## config.mk

```make
export PLATFORM = sky130hd
export DESIGN_NAME = mux16_rr_arbiter_flat
export DESIGN_NICKNAME = d
export VERILOG_FILES = /design/src/rtl/mux16_rr_arbiter_pkg.sv /design/src/rtl/mux16_rr_arbiter_if.sv /design/src/rtl/mux16_rr_arbiter_mux.sv /design/src/rtl/mux16_rr_arbiter.sv /design/src/flat_wrapper.sv
export SDC_FILE = /design/constraint.sdc
export NUM_CORES = 1
export LEC_CHECK = 0
export BUFFER_PORTS_ARGS = -buffer_cell sky130_fd_sc_hd__buf_2
export CORE_UTILIZATION = 50
export DETAILED_ROUTE_END_ITERATION = 8
export GPL_TIMING_DRIVEN = 1
export PLACE_DENSITY = 0.75
export SLEW_MARGIN = 20
export SYNTH_ARGS = -nofsm -noshare
export SYNTH_HDL_FRONTEND = slang
export SYNTH_SLANG_ARGS = --single-unit
```

## constraint.sdc

```tcl
create_clock -name clk_i -period 3.9 [get_ports clk_i]
set_clock_uncertainty 0.2 [all_clocks]
set_input_delay 0.78 -clock clk_i [delete_from_list [all_inputs] [get_ports clk_i]]
set_output_delay 0.78 -clock clk_i [all_outputs]
set_load 0.02 [all_outputs]
```

## src/rtl/mux16_rr_arbiter_pkg.sv

```systemverilog
// Shared sizes and state encoding for the mux16 round-robin arbiter.
package mux16_rr_arbiter_pkg;
   localparam int N_CH  = 16;
   localparam int SEL_W = 4;

   typedef enum logic [1:0] {
      ST_IDLE = 2'd0,
      ST_BUSY = 2'd1,
      ST_GAP  = 2'd2
   } state_e;
endpackage

```

## src/rtl/mux16_rr_arbiter_if.sv

```systemverilog
// Requester bank <-> arbiter bundle: requests, data bits, grant and mux output.
interface mux16_rr_arbiter_if;
   import mux16_rr_arbiter_pkg::*;

   logic [N_CH-1:0]  req;
   logic [N_CH-1:0]  din;
   logic [N_CH-1:0]  gnt;
   logic             gnt_valid;
   logic [SEL_W-1:0] sel;
   logic             dout;
   logic             timeout;

   modport master (
      output req, din,
      input  gnt, gnt_valid, sel, dout, timeout
   );

   modport slave (
      input  req, din,
      output gnt, gnt_valid, sel, dout, timeout
   );
endinterface

```

## src/rtl/mux16_rr_arbiter_mux.sv

```systemverilog
// Plain combinational 16:1 bit selector feeding the dout register.
module mux_16x1
   import mux16_rr_arbiter_pkg::*;
(
   input  logic [N_CH-1:0]  din_i,
   input  logic [SEL_W-1:0] sel_i,
   output logic             dout_o
);
   assign dout_o = din_i[sel_i];
endmodule

```

## src/rtl/mux16_rr_arbiter.sv

```systemverilog
// Round-robin arbiter driving the select of a 16:1 bit mux.
module mux16_rr_arbiter
   import mux16_rr_arbiter_pkg::*;
#(
   parameter int MAX_HOLD = 8,
   parameter int CNT_W    = 8
) (
   input logic                clk_i,
   input logic                rst_i,
   mux16_rr_arbiter_if.slave  arb_io
);
   localparam bit HOLD_EN = (MAX_HOLD != 0);
   localparam logic [CNT_W-1:0] HOLD_LAST =
      CNT_W'((MAX_HOLD > 0) ? MAX_HOLD - 1 : 0);

   state_e           state_q, state_d;
   logic [SEL_W-1:0] ptr_q, ptr_d;
   logic [SEL_W-1:0] sel_q, sel_d;
   logic [CNT_W-1:0] cnt_q, cnt_d;
   logic [N_CH-1:0]  gnt_q, gnt_d;
   logic             gv_q, gv_d;
   logic             dout_q, dout_d;
   logic             to_q, to_d;
   logic [SEL_W:0]   pick;
   logic             mux_bit;
   logic             hold_last;

   // Rotate so ptr sits at bit 0, take lowest set bit, rotate back.
   function automatic logic [SEL_W:0] rr_pick(
      input logic [N_CH-1:0]  r,
      input logic [SEL_W-1:0] p
   );
      logic [N_CH-1:0] rot;
      logic [SEL_W:0]  res;
      rot = N_CH'({r, r} >> p);
      res = '0;
      for (int i = N_CH - 1; i >= 0; i--) begin
         if (rot[i]) res = {1'b1, SEL_W'(i) + p};
      end
      return res;
   endfunction

   mux_16x1 u_mux (
      .din_i  (arb_io.din),
      .sel_i  (sel_q),
      .dout_o (mux_bit)
   );

   assign hold_last = HOLD_EN && (cnt_q == HOLD_LAST);

   always_comb begin
      state_d = state_q;
      ptr_d   = ptr_q;
      sel_d   = sel_q;
      cnt_d   = cnt_q;
      gnt_d   = gnt_q;
      gv_d    = gv_q;
      dout_d  = dout_q;
      to_d    = 1'b0;
      pick    = rr_pick(arb_io.req, ptr_q);
      unique case (state_q)
         ST_IDLE: begin
            if (pick[SEL_W]) begin
               state_d = ST_BUSY;
               sel_d   = pick[SEL_W-1:0];
               ptr_d   = pick[SEL_W-1:0] + 1'b1;
               gnt_d   = N_CH'(1) << pick[SEL_W-1:0];
               gv_d    = 1'b1;
               cnt_d   = '0;
               dout_d  = 1'b0;
            end
         end
         ST_BUSY: begin
            if (!arb_io.req[sel_q] || hold_last) begin
               // Release beats timeout: pulse only if still requesting.
               state_d = ST_GAP;
               gnt_d   = '0;
               gv_d    = 1'b0;
               dout_d  = 1'b0;
               to_d    = arb_io.req[sel_q];
            end else begin
               dout_d = mux_bit;
               if (cnt_q != '1) cnt_d = cnt_q + 1'b1;
            end
         end
         ST_GAP: state_d = ST_IDLE;
         default: state_d = ST_IDLE;
      endcase
   end

   always_ff @(posedge clk_i) begin
      if (rst_i) begin
         state_q <= ST_IDLE;
         ptr_q   <= '0;
         sel_q   <= '0;
         cnt_q   <= '0;
         gnt_q   <= '0;
         gv_q    <= 1'b0;
         dout_q  <= 1'b0;
         to_q    <= 1'b0;
      end else begin
         state_q <= state_d;
         ptr_q   <= ptr_d;
         sel_q   <= sel_d;
         cnt_q   <= cnt_d;
         gnt_q   <= gnt_d;
         gv_q    <= gv_d;
         dout_q  <= dout_d;
         to_q    <= to_d;
      end
   end

   assign arb_io.gnt       = gnt_q;
   assign arb_io.gnt_valid = gv_q;
   assign arb_io.sel       = sel_q;
   assign arb_io.dout      = dout_q;
   assign arb_io.timeout   = to_q;
endmodule

```

## src/flat_wrapper.sv

```systemverilog
// flat-port wrapper written by rule: the top's interface ports become plain ports
module mux16_rr_arbiter_flat import mux16_rr_arbiter_pkg::*;
#(
   parameter int MAX_HOLD = 8,
   parameter int CNT_W    = 8
)
  (clk_i, rst_i, arb_io_req, arb_io_din, arb_io_gnt, arb_io_gnt_valid, arb_io_sel, arb_io_dout, arb_io_timeout);
  mux16_rr_arbiter_if arb_io_i ();
  input logic clk_i;
  input logic rst_i;
  input wire logic [$bits(arb_io_i.req)-1:0] arb_io_req;
  input wire logic [$bits(arb_io_i.din)-1:0] arb_io_din;
  output wire logic [$bits(arb_io_i.gnt)-1:0] arb_io_gnt;
  output wire logic [$bits(arb_io_i.gnt_valid)-1:0] arb_io_gnt_valid;
  output wire logic [$bits(arb_io_i.sel)-1:0] arb_io_sel;
  output wire logic [$bits(arb_io_i.dout)-1:0] arb_io_dout;
  output wire logic [$bits(arb_io_i.timeout)-1:0] arb_io_timeout;
  assign arb_io_i.req = arb_io_req;
  assign arb_io_i.din = arb_io_din;
  assign arb_io_gnt = arb_io_i.gnt;
  assign arb_io_gnt_valid = arb_io_i.gnt_valid;
  assign arb_io_sel = arb_io_i.sel;
  assign arb_io_dout = arb_io_i.dout;
  assign arb_io_timeout = arb_io_i.timeout;
  mux16_rr_arbiter #(.MAX_HOLD(MAX_HOLD), .CNT_W(CNT_W)) u_core (.clk_i(clk_i), .rst_i(rst_i), .arb_io(arb_io_i));
endmodule
```

After elaboration in Yosys (flattened, before gate mapping) --
Index checks and enable logic that the tools add are counted.
Word-level totals: word-level logic and storage cells 83, flip-flop bits (word level) 37, memories kept 0, bits in writable memories 0, bits in read-only memories 0, bits in latches 0
Operators by class: reduce and logical (&&, ||, !) cells 10, multiply operators 0, add/sub/neg operators 17, equality and inequality tests 7, bitwise operators 2, $lt $le $gt $ge 1, shifts and indexed selects 2, muxes and demuxes 36, divide/modulo/power cells 0
Operator list (number):
- $mux 5 | 16
- $add 4x4->4 const A | 8
- $mux 16 | 2
- $pmux 16 s2 | 1
- $shr 32x4->16 | 1
- $mux 8 | 3
- $add 3x4->4 const A | 4
- $pmux 8 s2 | 1
- $shl 1x4->16 const A | 1
- $add 2x4->4 const A | 2
- $add 8x1->8 const B | 1
- $bmux 1 s4 | 2
- $eq 8x3->1 const B | 1
- $ne 8x8->1 const B | 1
- $mux 1 | 6
- $ne 2x1->1 const B | 3
- $reduce_and 2->1 | 3
- $lt 4x5->1 const B | 1
- $add 1x4->4 const A | 1
- $add 4x1->4 const B | 1
- $mux 2 | 2
- $pmux 1 s2 | 2
- $pmux 2 s2 | 1
- $reduce_and 4->1 | 1
- 9 further kinds | 10

Depth between registers and ports, before layout --
Gate-level depths: netlist (run 1).
word-level depth 20, gate-level depth with buffers 16

Cells and area by module --
A second synthesis (run 1) with hierarchy kept.
Second synthesis, totals: cell total of the unflattened synthesis 473, area total of the unflattened synthesis 4311.6 µm²
By module, submodules not included:
- mux16_rr_arbiter | sequential area each 740.7 µm², area an instance 4176.5 µm², cells each 466, instances 1
- mux_16x1 | sequential area each 0.0 µm², area an instance 135.1 µm², cells each 7, instances 1

Worst setup path after synthesis (run 1) --
OpenSTA, ideal clock, no wires.
path type input-to-reg, start input port arb_io_req[10], end register u_core.gnt_q[3], in the netlist u_core.arb_io.gnt[3], setup time 0.087 ns, setup slack 0.400 ns, required time 3.613 ns, cell stages on the path 13, data arrival time 3.213 ns, path through mux4_1 mux2_2 mux2i_2 o21ai_0 nor3_1 a311o_1 buf_6 nand2b_1 buf_2 nor2b_2 buf_4 nand2_1 o31ai_1
On the way: longest elaborated chain between the ends 20
Ends and longest elaborated chain:
- from (decl) | RTL line flat_wrapper.sv:11 | input wire logic [$bits(arb_io_i.req)-1:0] arb_io_req;
- $shr 32x4->16 | RTL line mux16_rr_arbiter.sv:35 | rot = N_CH'({r, r} >> p);
- $mux 5 (16 in a row) | RTL line mux16_rr_arbiter.sv:38 | if (rot[i]) res = {1'b1, SEL_W'(i) + p};
- $shl 1x4->16 | RTL line mux16_rr_arbiter.sv:67 | gnt_d = N_CH'(1) << pick[SEL_W-1:0];
- $mux 16 | RTL line mux16_rr_arbiter.sv:63 | if (pick[SEL_W]) begin
- $pmux 16 s2 | RTL line mux16_rr_arbiter.sv:61 | unique case (state_q)
- to (signal assigned) | RTL line mux16_rr_arbiter.sv:106 | gnt_q <= gnt_d;
- to (decl) | RTL line mux16_rr_arbiter.sv:20 | logic [N_CH-1:0] gnt_q, gnt_d;
Several ways; a longest one is shown, not always the timed one. The select of a mux whose other input is x is not followed. A chain may end at the register's enable or synchronous reset.

Final worst setup path (run 1) --
start input port arb_io_req[10], end register u_core.ptr_q[1]
On the way: longest elaborated chain between the ends 18
Ends and longest elaborated chain:
- $shr 32x4->16 * | RTL line mux16_rr_arbiter.sv:35
- $mux 5 (15 in a row) | RTL line mux16_rr_arbiter.sv:38
- $mux 5 * | RTL line mux16_rr_arbiter.sv:38
- $add 4x1->4 or $reduce_and 2->1 (tied branches)
- to (signal assigned) | RTL line mux16_rr_arbiter.sv:103 | ptr_q <= ptr_d;
- to (decl) | RTL line mux16_rr_arbiter.sv:17 | logic [SEL_W-1:0] ptr_q, ptr_d;
Every way passes the cells marked *; elsewhere a longest branch is shown, timed or not.

==> results.md, run 1 <==
* Status: completed
* Top-area cell type share of the netlist area at 18.6%
* Post-Syn Area per Cell at 8.95 um^2
* Max cap viols at 0
* CP arrival at 3.74 ns
* Post-synth net total at 543
* Placed insts at 693
* Final cell count without fillers at 701
* Compound-Gate Fraction of Synth Area at 20.9%
* Initial drt markers at 540
* Final ANT Viol Nets at 0
* CP max stage delay at 0.67 ns
* Sequential area share after synthesis at 16.6%
* Worst Setup Path Type: primary input to flop
* CP delay by family, top: compound AO/OA/AOI/OAI gates
* Hold_ws at 0.256 ns
* Most frequent cells in the layout: buf_4 (62), buf_2 (56), nand2_1 (47)
* Clk_lat worst skew at 0.29 ns
* Critical path capture point type: flop
* Post-CTS Hold Fix Bufs at 0
* Num CTS Buffers at 5
* Number of flops mapped to enable cells by yosys at 0
* Peak VDD IR at 0.336 mV
* Die area at 9330 um^2
* TritonCTS clock tree: done
* Finished Cell Area at 5290 um^2
* Area Growth Syn to Fin at 18.2%
* Final min period at 3.73 ns
* Vias in the first global route at 4292
* Synth async-reset ratio at 0%
* Flops & latches, synth at 37
* Mux share of post-synthesis cell area at 33.3%
* Highest clock rate at 0.268 GHz
* Slowest CP cell: mux4_1
* Post-DP Area at 5180 um^2
* Share of cells above drive strength 1 at 34.9%
* Largest net degree at the start of global routing at 27
* Residual DRC count at 0
* GR Overflow Total at 0
* Hpwl dp at 11300 um
* Via density at 6.62
* CP Max Fanout at 6
* Post-CTS setup repair buffer count at 0
* Top post-synthesis cells by area: mux4_2 (19%), dfxtp_1 (17%), mux2i_1 (6.9%), mux2_2 (4.5%), nand2_1 (3.9%)
* Final worst slack at 0.173 ns
* Static Leak at 0.00216 uW
* Synth Cell Area at 4470 um^2
* Setup violators final at 0
* Commonest non-fill, non-tap cell in the layout: buf_4
* Least-Margin Pin Slew at 0.497 ns
* Period utilization at 95.6%
* CORE AREA at 8680 um^2
* Io pins at 57
* Largest family of logic cells by synthesized area: multiplexers
* Chip width at 96.6 um
* Row cnt at 34
* Power per cell area at 766 nW/um^2
* Multi-input gate area at 3500 um^2
* Initial core utilization at 51.5%
* Htree depth at 2
* Total GRT Usage at 31.7%
* CTS sink count at 37
* Reg area at 749 um^2
* Ant diodes at 0
* Slew Viols, Final at 0
* Slew HR at 66.0%
* Antenna violations before repair at 0
* WP buf/inv at 2
* Cell count after synthesis at 500
* Worst endpoint required time at 3.91 ns
* Final Hold Violating Endpoints at 0
* Height of the die at 96.6 um
* Port bufs at 56
* Final TNS setup at 0 ns
* Cts repair resizes at 0
* Simple-gate share of the synthesized area at 18.6%
* CTS Root Buffer Type: clkbuf_8
* Drt total wl at 14500 um
* Number of fill cells at 804
* Post-synthesis cell type count at 74
* Routability congestion estimate at 1.02
* First drt pass iteration count at 5
* Predominant post-synthesis flop cell: dfxtp_1
* Global-route wire length before repair at 22200 um
* Pre-CTS WS at -0.106 ns
* Synth area leader: mux4_2
* Hold Path Class: flop to flop
* YS warnings at 0
* Final #Nets at 635
* Crit path cell chain: buf_2 > mux4_1 > mux2_4 > nor3_2 > a31oi_1 > o311ai_2 > o21ai_0 > a211o_1 > nand2_2 > inv_2 > or3_1 > a21oi_1
* Bufs on Longest Clock Path at 2
* Post-Synth Adder-Cell Area at 2.52%
* Startpoint types: primary input
* Vias at 4638
* Xor/xnor cell area share of the yosys netlist at 2.55%
* Clock slew at reported path FFs at 0.08 ns
* WL per Instance at 20.7 um
worst min-delay path: stages (launching register included):
cell,delay (ns)
dfxtp_1,0.33
nand2_1,0.05
o21ai_0,0.05
layout make-up:
class / instances / share of cell area, %
well taps: 108 / 2.56
repair buffers: 119 / 14.5
multi-input cells: 416 / 66.2
flip-flops and latches: 37 / 14.2
inverters: 13 / 0.923
clock inverters: 3 / 0.331
clock buffers: 5 / 1.30
stage by stage:
| stage | util [%] | total power (uW) |
|---|---|---|
| after floorplan | - | 2660 |
| after detailed placement | 59.7 | 3680 |
| after global placement | 59.7 | 3660 |
| after global routing | 60.9 | 4320 |
| final | 60.9 | 4050 |
| after CTS | 60.7 | 3950 |
registers in the layout, indices dropped and copies added, names as in the netlist:
name and cells:
u_core.arb_io.timeout 1, u_core.ptr_q 4, u_core.arb_io.sel 4, u_core.state_q 2, u_core.arb_io.gnt_valid 1, u_core.arb_io.gnt 16
u_core.cnt_q 8, u_core.arb_io.dout 1
cell families after synthesis:
family	after synthesis
simple gates	168
compound gates	133
mux	93
buf+inv	47
flops	37
xor+xnor	13
fa+ha+maj	9
cells in the mapped netlist, types with 4 or more instances:
master	instances
nand2_1	47
nor2_1	42
dfxtp_1	37
mux4_2	37
mux2i_1	31
o21ai_0	28
a21oi_1	24
mux2_2	18
nor3_1	16
clkbuf_1	11
inv_1	11
buf_2	10
o31ai_1	10
ha_1	9
nand4_1	9
a22o_1	8
nand2b_1	8
xor2_1	8
a22oi_1	7
and2_1	7
nor2b_1	7
buf_6	6
nand3_1	6
o211ai_1	6
a211oi_1	5
a21o_1	5
a31oi_1	5
and3_1	5
xnor2_1	5
a211o_1	4
or3_1	4
power by group:
part / internal [uW] / total [uW] / switching [uW] / leakage, uW
combinational: 1410 / 3190 / 1780 / 0.00181
clock: 123 / 264 / 141 / 0.0000439
sequential: 462 / 596 / 134 / 0.000303
total: 2000 / 4050 / 2050 / 0.00216
layer usage:
| metal | share of wire, % | global-route usage [%] |
|---|---|---|
| met3 | 9.5 | 7.12 |
| met1 | 42 | 43.8 |
| met5 | 0 | 0 |
| met4 | 3.2 | 11.8 |
| met2 | 45 | 48.2 |
worst paths after layout:
| check | end | slack [ns] | cells after the start | start |
|---|---|---|---|---|
| worst min-delay path | u_core.arb_io.gnt[1]$_SDFFE_PP0P_ | 0.26 | 2 | u_core.arb_io.gnt[1]$_SDFFE_PP0P_ |
| worst max register to register | u_core.ptr_q[1]$_SDFFE_PP0P_ | 0.20 | 12 | u_core.ptr_q[3]$_SDFFE_PP0P_ |
| worst max-delay path | u_core.ptr_q[1]$_SDFFE_PP0P_ | 0.17 | 12 | arb_io_req[10] |
| worst min register to register | u_core.arb_io.gnt[1]$_SDFFE_PP0P_ | 0.26 | 2 | u_core.arb_io.gnt[1]$_SDFFE_PP0P_ |
(Power assumes the default switching activity.)
==> run 2, diff against run 1 <==
Settings changed: PLACE_DENSITY 0.75 to 0.78.
Clock period 3.9 ns to 3.2 ns, I/O delays scaled along.
==> run 2 against run 1 <==
Compared with the run above:
- utilization rose by 15 points
- the run now ends with setup timing left
- power is 64% higher
- flip-flop and latch count stayed put
- global-route usage increased by 4.8 points
- non-clock buffer count increased by 107
- worst setup slack worse by 0.60 ns
- critical endpoint unchanged
- wire length increased by 21%
- sequential power grew 13%
- critical path depth up 1
- combinational power grew 77%
- cell area is 24% higher
==> results.md, run 2 (synthesized netlist as in run 1, its figures left out) <==
* Final #Nets at 742
* GR Overflow Total at 0
* Initial core utilization at 51.5%
* Via density at 6.84
* Startpoint types: flop
* Slew Viols, Final at 0
* Sequential Power Share at 10.2%
* Psw at 3170 uW
* Num CTS Buffers at 5
* Clk network pwr share at 4.8%
* Routability congestion estimate at 1.04
* Bufs on Longest Clock Path at 2
* Height of the die at 96.6 um
* Share of cells above drive strength 1 at 51.3%
* Io pins at 57
* Vias in the first global route at 4916
* CTS sink count at 37
* Global-route wire length before repair at 25500 um
* Htree depth at 2
* Initial drt markers at 630
* Worst Setup Path Type: flop to flop
* Failing checks: setup timing
* Antenna violations before repair at 0
* Largest net degree at the start of global routing at 30
* Port bufs at 56
* Die area at 9330 um^2
* Status: complete, but fails checks
* Slew HR at 66.1%
* Setup violators final at 29
* CORE AREA at 8680 um^2
* Final worst slack at -0.426 ns
* Ant diodes at 0
* Final min period at 3.63 ns
* Hold_ws at 0.240 ns
* Final cell count without fillers at 808
* Peak VDD IR at 0.473 mV
* Row cnt at 34
* Vias at 5523
* Final core utilization at 75.7%
* Post-DP Area at 5870 um^2
* Worst endpoint required time at 3.22 ns
* CP arrival at 3.64 ns
* Power per cell area at 1010 nW/um^2
* Total Power at 6640 uW
* Critical path capture point type: flop
* Finished Cell Area at 6570 um^2
* First drt pass iteration count at 5
* Hold Path Class: flop to flop
* CTS Root Buffer Type: clkbuf_8
* Period utilization at 113%
* Max reg flops at 16
* Number of fill cells at 585
* Switching Share at 47.7%
* Hpwl dp at 12600 um
* Final ANT Viol Nets at 0
* P_int at 3470 uW
* RSZ-0062 raised after global routing: yes
* Combinational cell fraction of total power at 85.0%
* CP Max Fanout at 8
* Drt total wl at 17600 um
* Highest clock rate at 0.276 GHz
* Total GRT Usage at 36.5%
* Most frequent cells in the layout: buf_4 (145), buf_2 (56), nand2_1 (45)
* Final Hold Violating Endpoints at 0
* Residual DRC count at 0
* Chip width at 96.6 um
* TritonCTS clock tree: done
* Max cap viols at 0
* WL per Instance at 21.8 um
* Least-Margin Pin Slew at 0.504 ns
* Clock slew at reported path FFs at 0.08 ns
* Clk_lat worst skew at 0.29 ns
* Static Leak at 0.00281 uW
* Placed insts at 771
* Commonest non-fill, non-tap cell in the layout: buf_4
* Area Growth Syn to Fin at 46.9%
## run 2: cell count changes in the layout (fill, tap and decap cells not counted), moves of 5 or more
cell / delta
buf_4: +83
o21ai_0: -14
o21ai_1: +9
mux2_2: -8
mux2_4: +8
buf_12: +8
buf_6: +15
mux2i_1: -5
## run 2: layout make-up
cell class                 instances  area [um^2]  share of cell area, %
clock buffer                       6         72.6                   1.10
clock inverter                     2         10.0                  0.152
inverter                          13         48.8                  0.742
multi-input combinational        416         3820                   58.2
sequential                        37          749                   11.4
tap                              108          135                   2.06
timing repair buffer             226         1730                   26.4
## run 2: per-layer routing
| layer | track usage (%) | part of all wire [%] | vias to the layer above |
|---|---|---|---|
| met5 | 0 | 0 | - |
| met4 | 15.3 | 5.4 | 0 |
| met3 | 6.03 | 11 | 118 |
| met2 | 57.6 | 46 | 475 |
| met1 | 49.3 | 38 | 2593 |
| li1 | - | - | 2337 |
## run 2: worst max-delay path: stages (launching register included)
cell and delay, ns:
dfxtp_4 0.38, buf_12 0.14, buf_8 0.11, mux4_2 0.57, mux4_2 0.61, buf_4 0.19
o21ai_0 0.25, a21oi_2 0.10, nor2_1 0.17, a211o_1 0.20, buf_4 0.14, nor2_1 0.05
or3_1 0.31, a21oi_1 0.13
## run 2: path summary, 6_finish.rpt
check,startpoint,endpoint,slack (ns),cells after the start
min,u_core.arb_io.gnt[4]$_SDFFE_PP0P_,u_core.arb_io.gnt[4]$_SDFFE_PP0P_,0.24,2
min reg2reg,u_core.arb_io.gnt[4]$_SDFFE_PP0P_,u_core.arb_io.gnt[4]$_SDFFE_PP0P_,0.24,2
max reg2reg,u_core.ptr_q[1]$_SDFFE_PP0P_,u_core.ptr_q[1]$_SDFFE_PP0P_,-0.43,13
max,u_core.ptr_q[1]$_SDFFE_PP0P_,u_core.ptr_q[1]$_SDFFE_PP0P_,-0.43,13
## run 2: power by group through the flow
stage          registers [uW]  clock network (uW)  logic (uW)
2_1_floorplan             714                   0        2590
3_3_place_gp              675                   0        4390
3_5_place_dp              678                   0        4470
4_1_cts                   676                 317        4920
5_1_grt                   688                 341        5900
6_report                  676                 319        5640
## run 2: metrics by stage
step	setup WS (ns)	setup TNS, ns
finish	-0.426	-6.96
global route	-0.469	-9.09
CTS	-0.285	-5.00
detailed placement	-0.519	-13.44
global placement	-0.487	-12.89
floorplan	-0.0642	-0.118
## run 2: what timing repair did
action / 4_1_cts / 5_1_grt
hold endpoints to repair: 0 / 0
gates resized for setup: 47 / 59
setup endpoints to repair: 34 / 33
hold buffers: 0 / 0
pin swaps: 20 / 35
gates cloned: 1 / 0
buffers inserted: 14 / 16
